## config.mk

```make
export PLATFORM = sky130hd
export DESIGN_NAME = seg_scan_ctrl_flat
export DESIGN_NICKNAME = d
export VERILOG_FILES = /design/src/rtl/seg_scan_ctrl_if.sv /design/src/rtl/seg_scan_ctrl.sv /design/src/flat_wrapper.sv
export SDC_FILE = /design/constraint.sdc
export NUM_CORES = 1
export LEC_CHECK = 0
export ABC_AREA = 1
export CORE_MARGIN = 2
export CORE_UTILIZATION = 45
export CTS_CLUSTER_DIAMETER = 50
export DETAILED_ROUTE_END_ITERATION = 8
export PLACE_DENSITY = 0.71
export SLEW_MARGIN = 25
export SYNTH_ARGS = -nofsm -noshare
export SYNTH_HDL_FRONTEND = slang
export SYNTH_SLANG_ARGS = --single-unit
```

## constraint.sdc

```tcl
create_clock -name clk -period 4.8 [get_ports clk]
set_clock_uncertainty 0.05 [all_clocks]
set_input_delay 0.96 -clock clk [delete_from_list [all_inputs] [get_ports clk]]
set_output_delay 0.96 -clock clk [all_outputs]
set_load 0.03 [all_outputs]
```

## src/rtl/seg_scan_ctrl_if.sv

```systemverilog
// seg_scan_ctrl_if: load handshake and display bus of the seven-segment scan controller.
// The slave modport is the scan controller. The master modport is its environment,
// meaning the load source and the shared BCD-to-7-segment decoder.
interface seg_scan_ctrl_if #(
    parameter int N_DIGITS = 4
);
    logic                  load_valid;
    logic [4*N_DIGITS-1:0] load_data;
    logic                  load_ready;
    logic [3:0]            bcd_code;
    logic [6:0]            seg_in;
    logic [6:0]            seg_out;
    logic [N_DIGITS-1:0]   an_out;
    logic                  frame_done;

    modport slave (
        input  load_valid,
        input  load_data,
        input  seg_in,
        output load_ready,
        output bcd_code,
        output seg_out,
        output an_out,
        output frame_done
    );

    modport master (
        output load_valid,
        output load_data,
        output seg_in,
        input  load_ready,
        input  bcd_code,
        input  seg_out,
        input  an_out,
        input  frame_done
    );
endinterface

```

## src/rtl/seg_scan_ctrl.sv

```systemverilog
// seg_scan_ctrl: time-multiplexed scan controller for N_DIGITS seven-segment digits.
// All digits share one external BCD decoder. Each digit slot begins with a blanking gap
// to prevent ghosting. New values arrive over a valid/ready handshake and are committed
// only at frame boundaries.
// Optional feature: define SEG_SCAN_LZB_EN to enable leading-zero blanking.
// With leading-zero blanking, digit 0 is always shown.
module seg_scan_ctrl #(
    parameter int N_DIGITS  = 4,
    parameter int SCAN_DIV  = 50000,
    parameter int BLANK_CYC = 500
) (
    input  logic           clk,
    input  logic           rst,
    seg_scan_ctrl_if.slave bus
);
    localparam int CNT_W = (SCAN_DIV > 1) ? $clog2(SCAN_DIV) : 1;
    localparam int IDX_W = (N_DIGITS > 1) ? $clog2(N_DIGITS) : 1;
    localparam int DW    = 4 * N_DIGITS;
    localparam logic [CNT_W-1:0] CNT_MAX   = CNT_W'(SCAN_DIV - 1);
    localparam logic [IDX_W-1:0] IDX_MAX   = IDX_W'(N_DIGITS - 1);
    localparam logic [CNT_W-1:0] BLANK_LIM = CNT_W'(BLANK_CYC);

    typedef enum logic {
        BLANK = 1'b0,
        SHOW  = 1'b1
    } state_t;

    state_t              state, state_next;
    logic [CNT_W-1:0]    cnt, cnt_next;
    logic [IDX_W-1:0]    idx, idx_next;
    logic                slot_end;
    logic                wrap;
    logic [DW-1:0]       active, active_next;
    logic [DW-1:0]       pending, pending_next;
    logic                pend_flag, pend_flag_next;
    logic                xfer;
    logic [3:0]          bcd_reg, bcd_next;
    logic [6:0]          seg_reg, seg_next;
    logic [N_DIGITS-1:0] an_reg, an_next;
    logic                fd_reg;
`ifdef SEG_SCAN_LZB_EN
    logic [N_DIGITS-1:0] lead_zero;
    logic                zero_run;
`endif

    // Slot timing: cnt walks through one digit slot, and idx advances at each slot end
    always_comb begin
        slot_end = (cnt == CNT_MAX);
        wrap     = slot_end && (idx == IDX_MAX);
        cnt_next = slot_end ? '0 : cnt + 1'b1;
        idx_next = idx;
        if (slot_end) begin
            idx_next = wrap ? '0 : idx + 1'b1;
        end
    end

    // The FSM follows the slot counter and stays in BLANK for the first BLANK_CYC cycles of each slot
    always_comb begin
        state_next = state;
        case (state)
            BLANK:   if (!(cnt_next < BLANK_LIM)) state_next = SHOW;
            SHOW:    if (cnt_next < BLANK_LIM)    state_next = BLANK;
            default: state_next = BLANK;
        endcase
    end

    // Load handshake: fill pending when it is empty, and move pending into active only on a frame wrap
    always_comb begin
        xfer           = bus.load_valid && !pend_flag;
        active_next    = active;
        pending_next   = pending;
        pend_flag_next = pend_flag;
        if (wrap && pend_flag) begin
            active_next    = pending;
            pend_flag_next = 1'b0;
        end else if (xfer) begin
            pending_next   = bus.load_data;
            pend_flag_next = 1'b1;
        end
    end

`ifdef SEG_SCAN_LZB_EN
    // Flag each digit whose value and all higher digits are zero, so its anode can stay off
    always_comb begin
        lead_zero = '0;
        zero_run  = 1'b1;
        for (int k = N_DIGITS - 1; k >= 0; k--) begin
            zero_run     = zero_run && (active_next[4*k +: 4] == 4'd0);
            lead_zero[k] = zero_run;
        end
    end
`endif

    // Display drive for the upcoming cycle: registered code, segment pattern and anode enables
    always_comb begin
        bcd_next = active_next[4*idx_next +: 4];
        seg_next = 7'h7F;
        an_next  = '1;
        if (state_next == SHOW) begin
            seg_next = bus.seg_in;
            for (int k = 0; k < N_DIGITS; k++) begin
                an_next[k] = (idx_next != IDX_W'(k));
            end
`ifdef SEG_SCAN_LZB_EN
            for (int k = 1; k < N_DIGITS; k++) begin
                if (lead_zero[k]) begin
                    an_next[k] = 1'b1;
                end
            end
`endif
        end
    end

    // FSM state register
    always_ff @(posedge clk) begin
        if (rst) begin
            state <= BLANK;
        end else begin
            state <= state_next;
        end
    end

    // Counters, display buffers and registered outputs
    always_ff @(posedge clk) begin
        if (rst) begin
            cnt       <= '0;
            idx       <= '0;
            active    <= '0;
            pending   <= '0;
            pend_flag <= 1'b0;
            bcd_reg   <= 4'd0;
            seg_reg   <= 7'h7F;
            an_reg    <= '1;
            fd_reg    <= 1'b0;
        end else begin
            cnt       <= cnt_next;
            idx       <= idx_next;
            active    <= active_next;
            pending   <= pending_next;
            pend_flag <= pend_flag_next;
            bcd_reg   <= bcd_next;
            seg_reg   <= seg_next;
            an_reg    <= an_next;
            fd_reg    <= wrap;
        end
    end

    assign bus.load_ready = ~pend_flag;
    assign bus.bcd_code   = bcd_reg;
    assign bus.seg_out    = seg_reg;
    assign bus.an_out     = an_reg;
    assign bus.frame_done = fd_reg;
endmodule

```

## src/flat_wrapper.sv

```systemverilog
// flat-port wrapper written by rule: the top's interface ports become plain ports
module seg_scan_ctrl_flat 
#(
    parameter int N_DIGITS  = 4,
    parameter int SCAN_DIV  = 50000,
    parameter int BLANK_CYC = 500
)
  (clk, rst, bus_load_valid, bus_load_data, bus_seg_in, bus_load_ready, bus_bcd_code, bus_seg_out, bus_an_out, bus_frame_done);
  seg_scan_ctrl_if #(.N_DIGITS(N_DIGITS)) bus_i ();
  input  logic clk;
  input  logic rst;
  input wire logic [$bits(bus_i.load_valid)-1:0] bus_load_valid;
  input wire logic [$bits(bus_i.load_data)-1:0] bus_load_data;
  input wire logic [$bits(bus_i.seg_in)-1:0] bus_seg_in;
  output wire logic [$bits(bus_i.load_ready)-1:0] bus_load_ready;
  output wire logic [$bits(bus_i.bcd_code)-1:0] bus_bcd_code;
  output wire logic [$bits(bus_i.seg_out)-1:0] bus_seg_out;
  output wire logic [$bits(bus_i.an_out)-1:0] bus_an_out;
  output wire logic [$bits(bus_i.frame_done)-1:0] bus_frame_done;
  assign bus_i.load_valid = bus_load_valid;
  assign bus_i.load_data = bus_load_data;
  assign bus_i.seg_in = bus_seg_in;
  assign bus_load_ready = bus_i.load_ready;
  assign bus_bcd_code = bus_i.bcd_code;
  assign bus_seg_out = bus_i.seg_out;
  assign bus_an_out = bus_i.an_out;
  assign bus_frame_done = bus_i.frame_done;
  seg_scan_ctrl #(.N_DIGITS(N_DIGITS), .SCAN_DIV(SCAN_DIV), .BLANK_CYC(BLANK_CYC)) u_core (.clk(clk), .rst(rst), .bus(bus_i));
endmodule
```

## Word-level counts from Yosys, hierarchy flattened

Index checks and enable logic that the tools add are counted.
W data, S select, Z words.

| cells by class | value |
|---|---|
| shift-type cells | 1 |
| reduce and logical (&&, ||, !) cells | 8 |
| muxes and demuxes | 4 |
| eq/ne operators | 5 |
| add/sub/neg operators | 2 |
| $lt $le $gt $ge | 1 |
| bitwise logic cells | 2 |

Operators with widths:

| operator | number |
|---|---|
| $mux W16 | 2 |
| $add A16 B1 Y16 const B | 1 |
| $eq A16 B16 Y1 const B | 1 |
| $lt A16 B9 Y1 const B | 1 |
| $shiftx A16 B5 Y4 | 1 |
| $mux W2 | 2 |
| $ne A2 B2 Y1 const B | 2 |
| $reduce_or A2 Y1 | 2 |
| $logic_and A1 B1 Y1 | 3 |
| $add A2 B1 Y2 const B | 1 |
| $eq A2 B2 Y1 const B | 1 |
| $ne A2 B1 Y1 const B | 1 |
| $not A1 Y1 | 2 |
| $reduce_and A2 Y1 | 1 |
| $reduce_bool A2 Y1 | 1 |
| $logic_not A1 Y1 | 1 |

| word-level totals | value |
|---|---|
| register bits after elaboration | 67 |
| bits of input ports | 26 |

## Logic depth before layout (Yosys ltp)

Gate-level depths: netlist of run 1.

| depth | value |
|---|---|
| depth in word-level cells | 5 |
| mapped depth | 12 |
| gate-level depth less buffers | 12 |

## Least setup slack after synthesis of run 1

Ideal clock, no wire load.

| timing path | value |
|---|---|
| kind | input-to-reg |
| start | in bus_load_valid |
| end | reg u_core.pending[10] |
| data arrival time | 1,663 ps |
| setup slack | 3,022 ps |
| cell stages on the path | 5 |
| cells stage by stage | nand2_1 > inv_1 > clkbuf_1 > nor2_1 > nor2_1 |

| on the way | value |
|---|---|
| cells in the longest elaborated chain, start to end | 2 |

Ends and longest elaborated chain:

| element | line | RTL |
|---|---|---|
| start: declaration | flat_wrapper.sv:12 | `input wire logic [$bits(bus_i.load_valid)-1:0] bus_load_valid;` |
| $logic_and A1 B1 Y1 | seg_scan_ctrl.sv:69 | `xfer = bus.load_valid && !pend_flag;` |
| $reduce_and A2 Y1 (no source line) | n/a |  |
| end signal: assignment | seg_scan_ctrl.sv:139 | `pending <= pending_next;` |
| end: declaration | seg_scan_ctrl.sv:34 | `logic [DW-1:0] pending, pending_next;` |

Every way passes these cells.
A chain may end at the register's enable or synchronous reset.

## Final worst setup path of run 1

| timing path | value |
|---|---|
| start | reg u_core.pend_flag |
| end | out bus_load_ready |

| on the way | value |
|---|---|
| cells in the longest elaborated chain, start to end | 1 |

Ends and longest elaborated chain:

| element | line | RTL |
|---|---|---|
| start: declaration | seg_scan_ctrl.sv:35 | `logic pend_flag, pend_flag_next;` |
| start signal: assignment | seg_scan_ctrl.sv:140 | `pend_flag <= pend_flag_next;` |
| $not A1 Y1 | seg_scan_ctrl.sv:148 | `assign bus.load_ready = ~pend_flag;` |
| end: declaration | flat_wrapper.sv:15 | `output wire logic [$bits(bus_i.load_ready)-1:0] bus_load_ready;` |

Every way passes these cells.

==> run metrics, run 1 <==
instance count of the mapped netlist=403; 1st-pass router iterations=4; final total negative setup slack=0 ns; power after layout=1.21 mW; CTS Buffer Depth=2; Resize count post-CTS=0; post-synthesis cell type with the largest combined area=dfxtp_1; data arrival time of the critical path=1.66 ns; headroom to the max-slew limit=42.9%; pin count of the biggest net entering global routing=35; total number of yosys warnings=0; Ant. Diodes=0; top cells by area, synth=dfxtp_1, nand2_1, nor2_1, nand3_1, o21ai_0; FMAX=374 MHz; Iter 0 DRT Violations=145; WP data required=3.79 ns; die width=85.2 microns; fraction of layout cells with a size suffix above 1=10.7%; Post-Syn Nets=431; average instance area after synthesis=7.36 sq um; setup repair after global routing missed its margin=false; clock buffer count from CTS=9; row count=29; Yosys cell types=27; DP Wirelength=4670 microns; height of the die=85.2 microns; via count of the routed design=2657; core area=6350 sq um; total number of H-tree levels=3; dpl cell area=3420 sq um; count of endpoints failing setup in the final report=0; number of I/O pins=43; area of the die=7260 sq um; number of sinks handled by clock tree synthesis=67; Final Net Count=472; sequential fraction of the synthesis area=45.2%; final period utilization=55.7%; status=completed; DRT Wirelength=6470 microns; peak supply drop=0.184 mV; per-cell routed wire length=12.3 microns; clock root buffer=clkbuf_8; Global Route Usage Sum=19.5%; Worst Path Class, Setup=reg -> out; highest fanout seen on the critical path=10; Hold Crit Class=reg -> reg; Period minus WS final=2.67 ns; remaining antenna violation count after routing=0; final hold violation count=0; aggregate global routing overflow=0; wire length of the first global-routing pass=11100 microns; final number of max-transition violations=0; leading cell types in the layout, fill and taps excluded=nand2_1, nor2_1, dfxtp_1; Post-Route Hold Slack=0.426 ns; max-capacitance violation count=0; signed area change from the synthesized netlist to the final layout=23.5%; flip-flop and latch count after synthesis=67; number of remaining DRC errors=0; Clk Latency, worst-skew pair=0.34 ns; post-CTS setup buffers=0; Critical Path Sink Type=output pin; hold buffers post-CTS=0; clock tree from TritonCTS=built; Routability Congestion=0.879; slew at the pin closest to its max-slew limit=0.855 ns; routed via count divided by cell count=5.05; number of antenna violations at the first check in global routing=0; most common cell after layout, fill and taps aside=nand2_1; top-area cell type share of the netlist area=45.2%; netlist area before placement=2970 sq um; vias in the first global route=2470; kind of start point of the critical path=register; total non-filler cell area in the finished layout=3660 sq um; Leakage Power=1.51 nW; clock slew seen by the registers of the worst setup and hold paths=0.07 ns; count of input and output buffers=42; power density over cell area=329 nW/um^2; initial core utilization=46.7%
-- per-stage QoR --
step / utilization (%) / worst slack, ns / std cells
finish: 57.7 / 2.13 / 526
floorplan: - / 3.02 / 403
global route: 57.7 / 2.04 / 526
detailed placement: 53.9 / 1.99 / 510
CTS: 57.7 / 2.13 / 526
global placement: 53.9 / 2.04 / 510
-- critical path, stage by stage, from the launching register on --
cell and delay, ns:
dfxtp_1 0.59, inv_2 0.12, clkdlybuf4s50_1 0.61
-- logic make-up after synthesis --
kind of cell             Yosys count  synth area share, %
XOR/XNOR                           6                 1.77
adder cells (fa/ha/maj)            2                0.843
flip-flops                        67                 45.2
AND/OR/NAND/NOR                  252                 39.9
AO/OA/AOI/OAI                     37                 6.79
buffers and inverters             39                 5.53
-- path summary, 6_finish.rpt --
check,start,cells after the start,slack [ns],endpoint
max,u_core.pend_flag,2,2.13,bus_load_ready
min,u_core.active[15],2,0.43,u_core.active[15]
max reg2reg,u_core.cnt[0],9,2.63,u_core.bus.seg_out[2]
min reg2reg,u_core.active[15],2,0.43,u_core.active[15]
-- flip-flops by register name, indices dropped and copies added, names as in the netlist --
register and count:
u_core.pend_flag 1, u_core.bus.an_out 4, u_core.pending 16, u_core.active 16, u_core.bus.frame_done 1, u_core.idx 2
u_core.bus.bcd_code 4, u_core.cnt 16, u_core.bus.seg_out 7
-- metal layers --
metal	routed length (microns)	track usage, %
met4	136	9.67
met2	2920	30.4
met5	0	0
met1	2990	25.2
met3	421	4.86
-- area by class of cell --
class / count / area (sq um)
clock buffer: 10 / 128
clock inverter: 6 / 113
fill: 593 / 2690
inverter: 26 / 97.6
multi-input combinational: 297 / 1460
sequential: 67 / 1340
tap: 77 / 96.3
timing repair buffer: 43 / 428
-- synthesized netlist by cell type, drive strengths merged --
cell / n
nor2: 86
clkbuf: 7
buf: 6
o21ai: 18
a21oi: 17
a211oi: 1
nand3b: 1
xnor2: 2
nand3: 37
o21bai: 1
nand4: 14
dfxtp: 67
ha: 2
xor2: 4
inv: 26
nor3: 5
nand2: 109
-- report_power, final --
part	internal, mW	switching [mW]	total [mW]
Clock	0.347	0.218	0.565
Combinational	0.0301	0.0305	0.0606
Sequential	0.570	0.0122	0.582
(Power assumes the default switching activity.)
==> run 2: changes to the inputs <==
--- a/config.mk
+++ b/config.mk
@@ -10,7 +10,7 @@
 export CORE_UTILIZATION = 45
 export CTS_CLUSTER_DIAMETER = 50
 export DETAILED_ROUTE_END_ITERATION = 8
-export PLACE_DENSITY = 0.71
+export PLACE_DENSITY = 0.74
 export SLEW_MARGIN = 25
 export SYNTH_ARGS = -nofsm -noshare
 export SYNTH_HDL_FRONTEND = slang
==> constraint.sdc (replaced) <==
create_clock -name clk -period 2.2 [get_ports clk]
set_clock_uncertainty 0.05 [all_clocks]
set_input_delay 0.44 -clock clk [delete_from_list [all_inputs] [get_ports clk]]
set_output_delay 0.44 -clock clk [all_outputs]
set_load 0.03 [all_outputs]
==> run 2 against run 1 <==
Critical path depth increased by 7. Die area unchanged. Wire length decreased by 2.3%. Setup slack got worse by 1.9 ns. Via count increased by 0.98%. Total power increased by 100%. Critical path type is now reg -> reg.
==> run metrics, run 2 (synthesis results as in run 1) <==
status=completed; final hold violation count=0; Worst Path Class, Setup=reg -> reg; post-CTS setup buffers=0; Setup WS post-layout=0.248 ns; Crit. Startpoint=u_core.cnt[1]; vias in the first global route=2489; Hold Crit Class=reg -> reg; peak supply drop=0.502 mV; number of antenna violations at the first check in global routing=0; routed via count divided by cell count=5.02; clock buffer count from CTS=9; signed area change from the synthesized netlist to the final layout=24.3%; number of I/O pins=43; count of input and output buffers=42; crit path cell chain=ha_1, nand2_1, nor2_1, nand2_1, xor2_1, nand2_1, nor2_2, nand3_2, nand3_1; total number of H-tree levels=3; Resize count post-CTS=0; clock slew seen by the registers of the worst setup and hold paths=0.08 ns; initial core utilization=46.7%; worst reg2reg path endpoint=u_core.bus.seg_out[6]; die width=85.2 microns; Setup crit end=u_core.bus.seg_out[6]; Critical Path Sink Type=register; CTS Buffer Depth=2; biggest cell delay along the critical path=0.37 ns; final total negative setup slack=0 ns; most common cell type on the critical path=nand2_1; registers with the most flip-flops=u_core.active x16, u_core.cnt x16, u_core.pending x16; pre-CTS setup slack=0.224 ns; Final Net Count=480; number of cells on the critical path=9; Leakage Power=1.53 nW; aggregate global routing overflow=0; DRT Wirelength=6320 microns; Slowest-stage cell, CP=dfxtp_1; final period utilization=88.7%; core area=6350 sq um; clock root buffer=clkbuf_8; per-cell routed wire length=11.8 microns; 1st-pass router iterations=4; Worst Reg-to-Reg Cells=9; clock tree from TritonCTS=built; highest fanout seen on the critical path=11; Largest delay share family, worst path=simple AND/OR/NAND/NOR gates; WP data required=2.43 ns; count of endpoints failing setup in the final report=0; row count=29; final number of max-transition violations=0; Ant. Diodes=0; Clk Latency, worst-skew pair=0.35 ns; internal reg-to-reg setup slack=0.25 ns; pin count of the biggest net entering global routing=30; remaining antenna violation count after routing=0; leading cell types in the layout, fill and taps excluded=nand2_1, nor2_1, dfxtp_1; setup repair after global routing missed its margin=false; height of the die=85.2 microns; total buffers and inverters traversed by the critical path=0; cell count of the worst hold path=2; hold buffers post-CTS=0; power after layout=2.44 mW; number of sinks handled by clock tree synthesis=67; kind of start point of the critical path=register; area of the die=7260 sq um; power density over cell area=663 nW/um^2; max-capacitance violation count=0; Global Route Usage Sum=18.9%; Period minus WS final=1.95 ns; total non-filler cell area in the finished layout=3690 sq um; number of remaining DRC errors=0; DP Wirelength=4700 microns; fraction of layout cells with a size suffix above 1=12.3%; Iter 0 DRT Violations=128; data arrival time of the critical path=2.18 ns; FMAX=512 MHz; Routability Congestion=0.950; wire length of the first global-routing pass=10900 microns; headroom to the max-slew limit=70.7%; slew at the pin closest to its max-slew limit=0.440 ns; most common cell after layout, fill and taps aside=nand2_1; dpl cell area=3480 sq um; source of the worst register-to-register timing path=u_core.cnt[1]; via count of the routed design=2683; Post-Route Hold Slack=0.423 ns
==> run 2: layout make-up <==
class / count / area (sq um)
sequential: 67 / 1340
multi-input combinational: 297 / 1460
clock buffer: 11 / 141
inverter: 26 / 97.6
tap: 77 / 96.3
fill: 604 / 2660
timing repair buffer: 51 / 488
clock inverter: 5 / 60.1
==> run 2: per-stage QoR <==
step / utilization [%] / cells
floorplan: - / 403
global placement: 54.9 / 518
detailed placement: 54.9 / 518
CTS: 58.0 / 534
global route: 58.0 / 534
finish: 58.0 / 534
==> run 2: worst min-delay path by stage <==
| stage | startpoint | to |
|---|---|---|
| after global placement | u_core.active[4] | u_core.active[4] |
| after CTS | u_core.active[6] | u_core.active[6] |
| final | u_core.active[2] | u_core.active[2] |
| after global routing | u_core.active[9] | u_core.active[9] |
| after detailed placement | u_core.active[6] | u_core.active[6] |
| after floorplan | u_core.active[5] | u_core.active[5] |
==> run 2: power by group <==
group          internal (mW)  total, mW  switching [mW]
Combinational         0.0732      0.147          0.0738
Clock                  0.558       1.03           0.473
Sequential              1.24       1.26          0.0209
Total                   1.87       2.44           0.568
==> run 2: worst register-to-register path, stage by stage, from the launching register on <==
cell and delay, ns:
dfxtp_1 0.37, ha_1 0.25, nand2_1 0.12, nor2_1 0.25, nand2_1 0.10, xor2_1 0.18
nand2_1 0.09, nor2_2 0.12, nand3_2 0.23, nand3_1 0.14
==> run 2: routing by layer <==
layer  up-vias  part of all wire, %  wire [microns]  global-route usage [%]
met5         -                    0               0                       0
met4         0                  2.2             142                    9.52
met3        11                  4.5             287                    4.18
met2        65                   44            2800                    30.0
met1      1204                   49            3090                    24.3
li1       1403                    -               -                       -
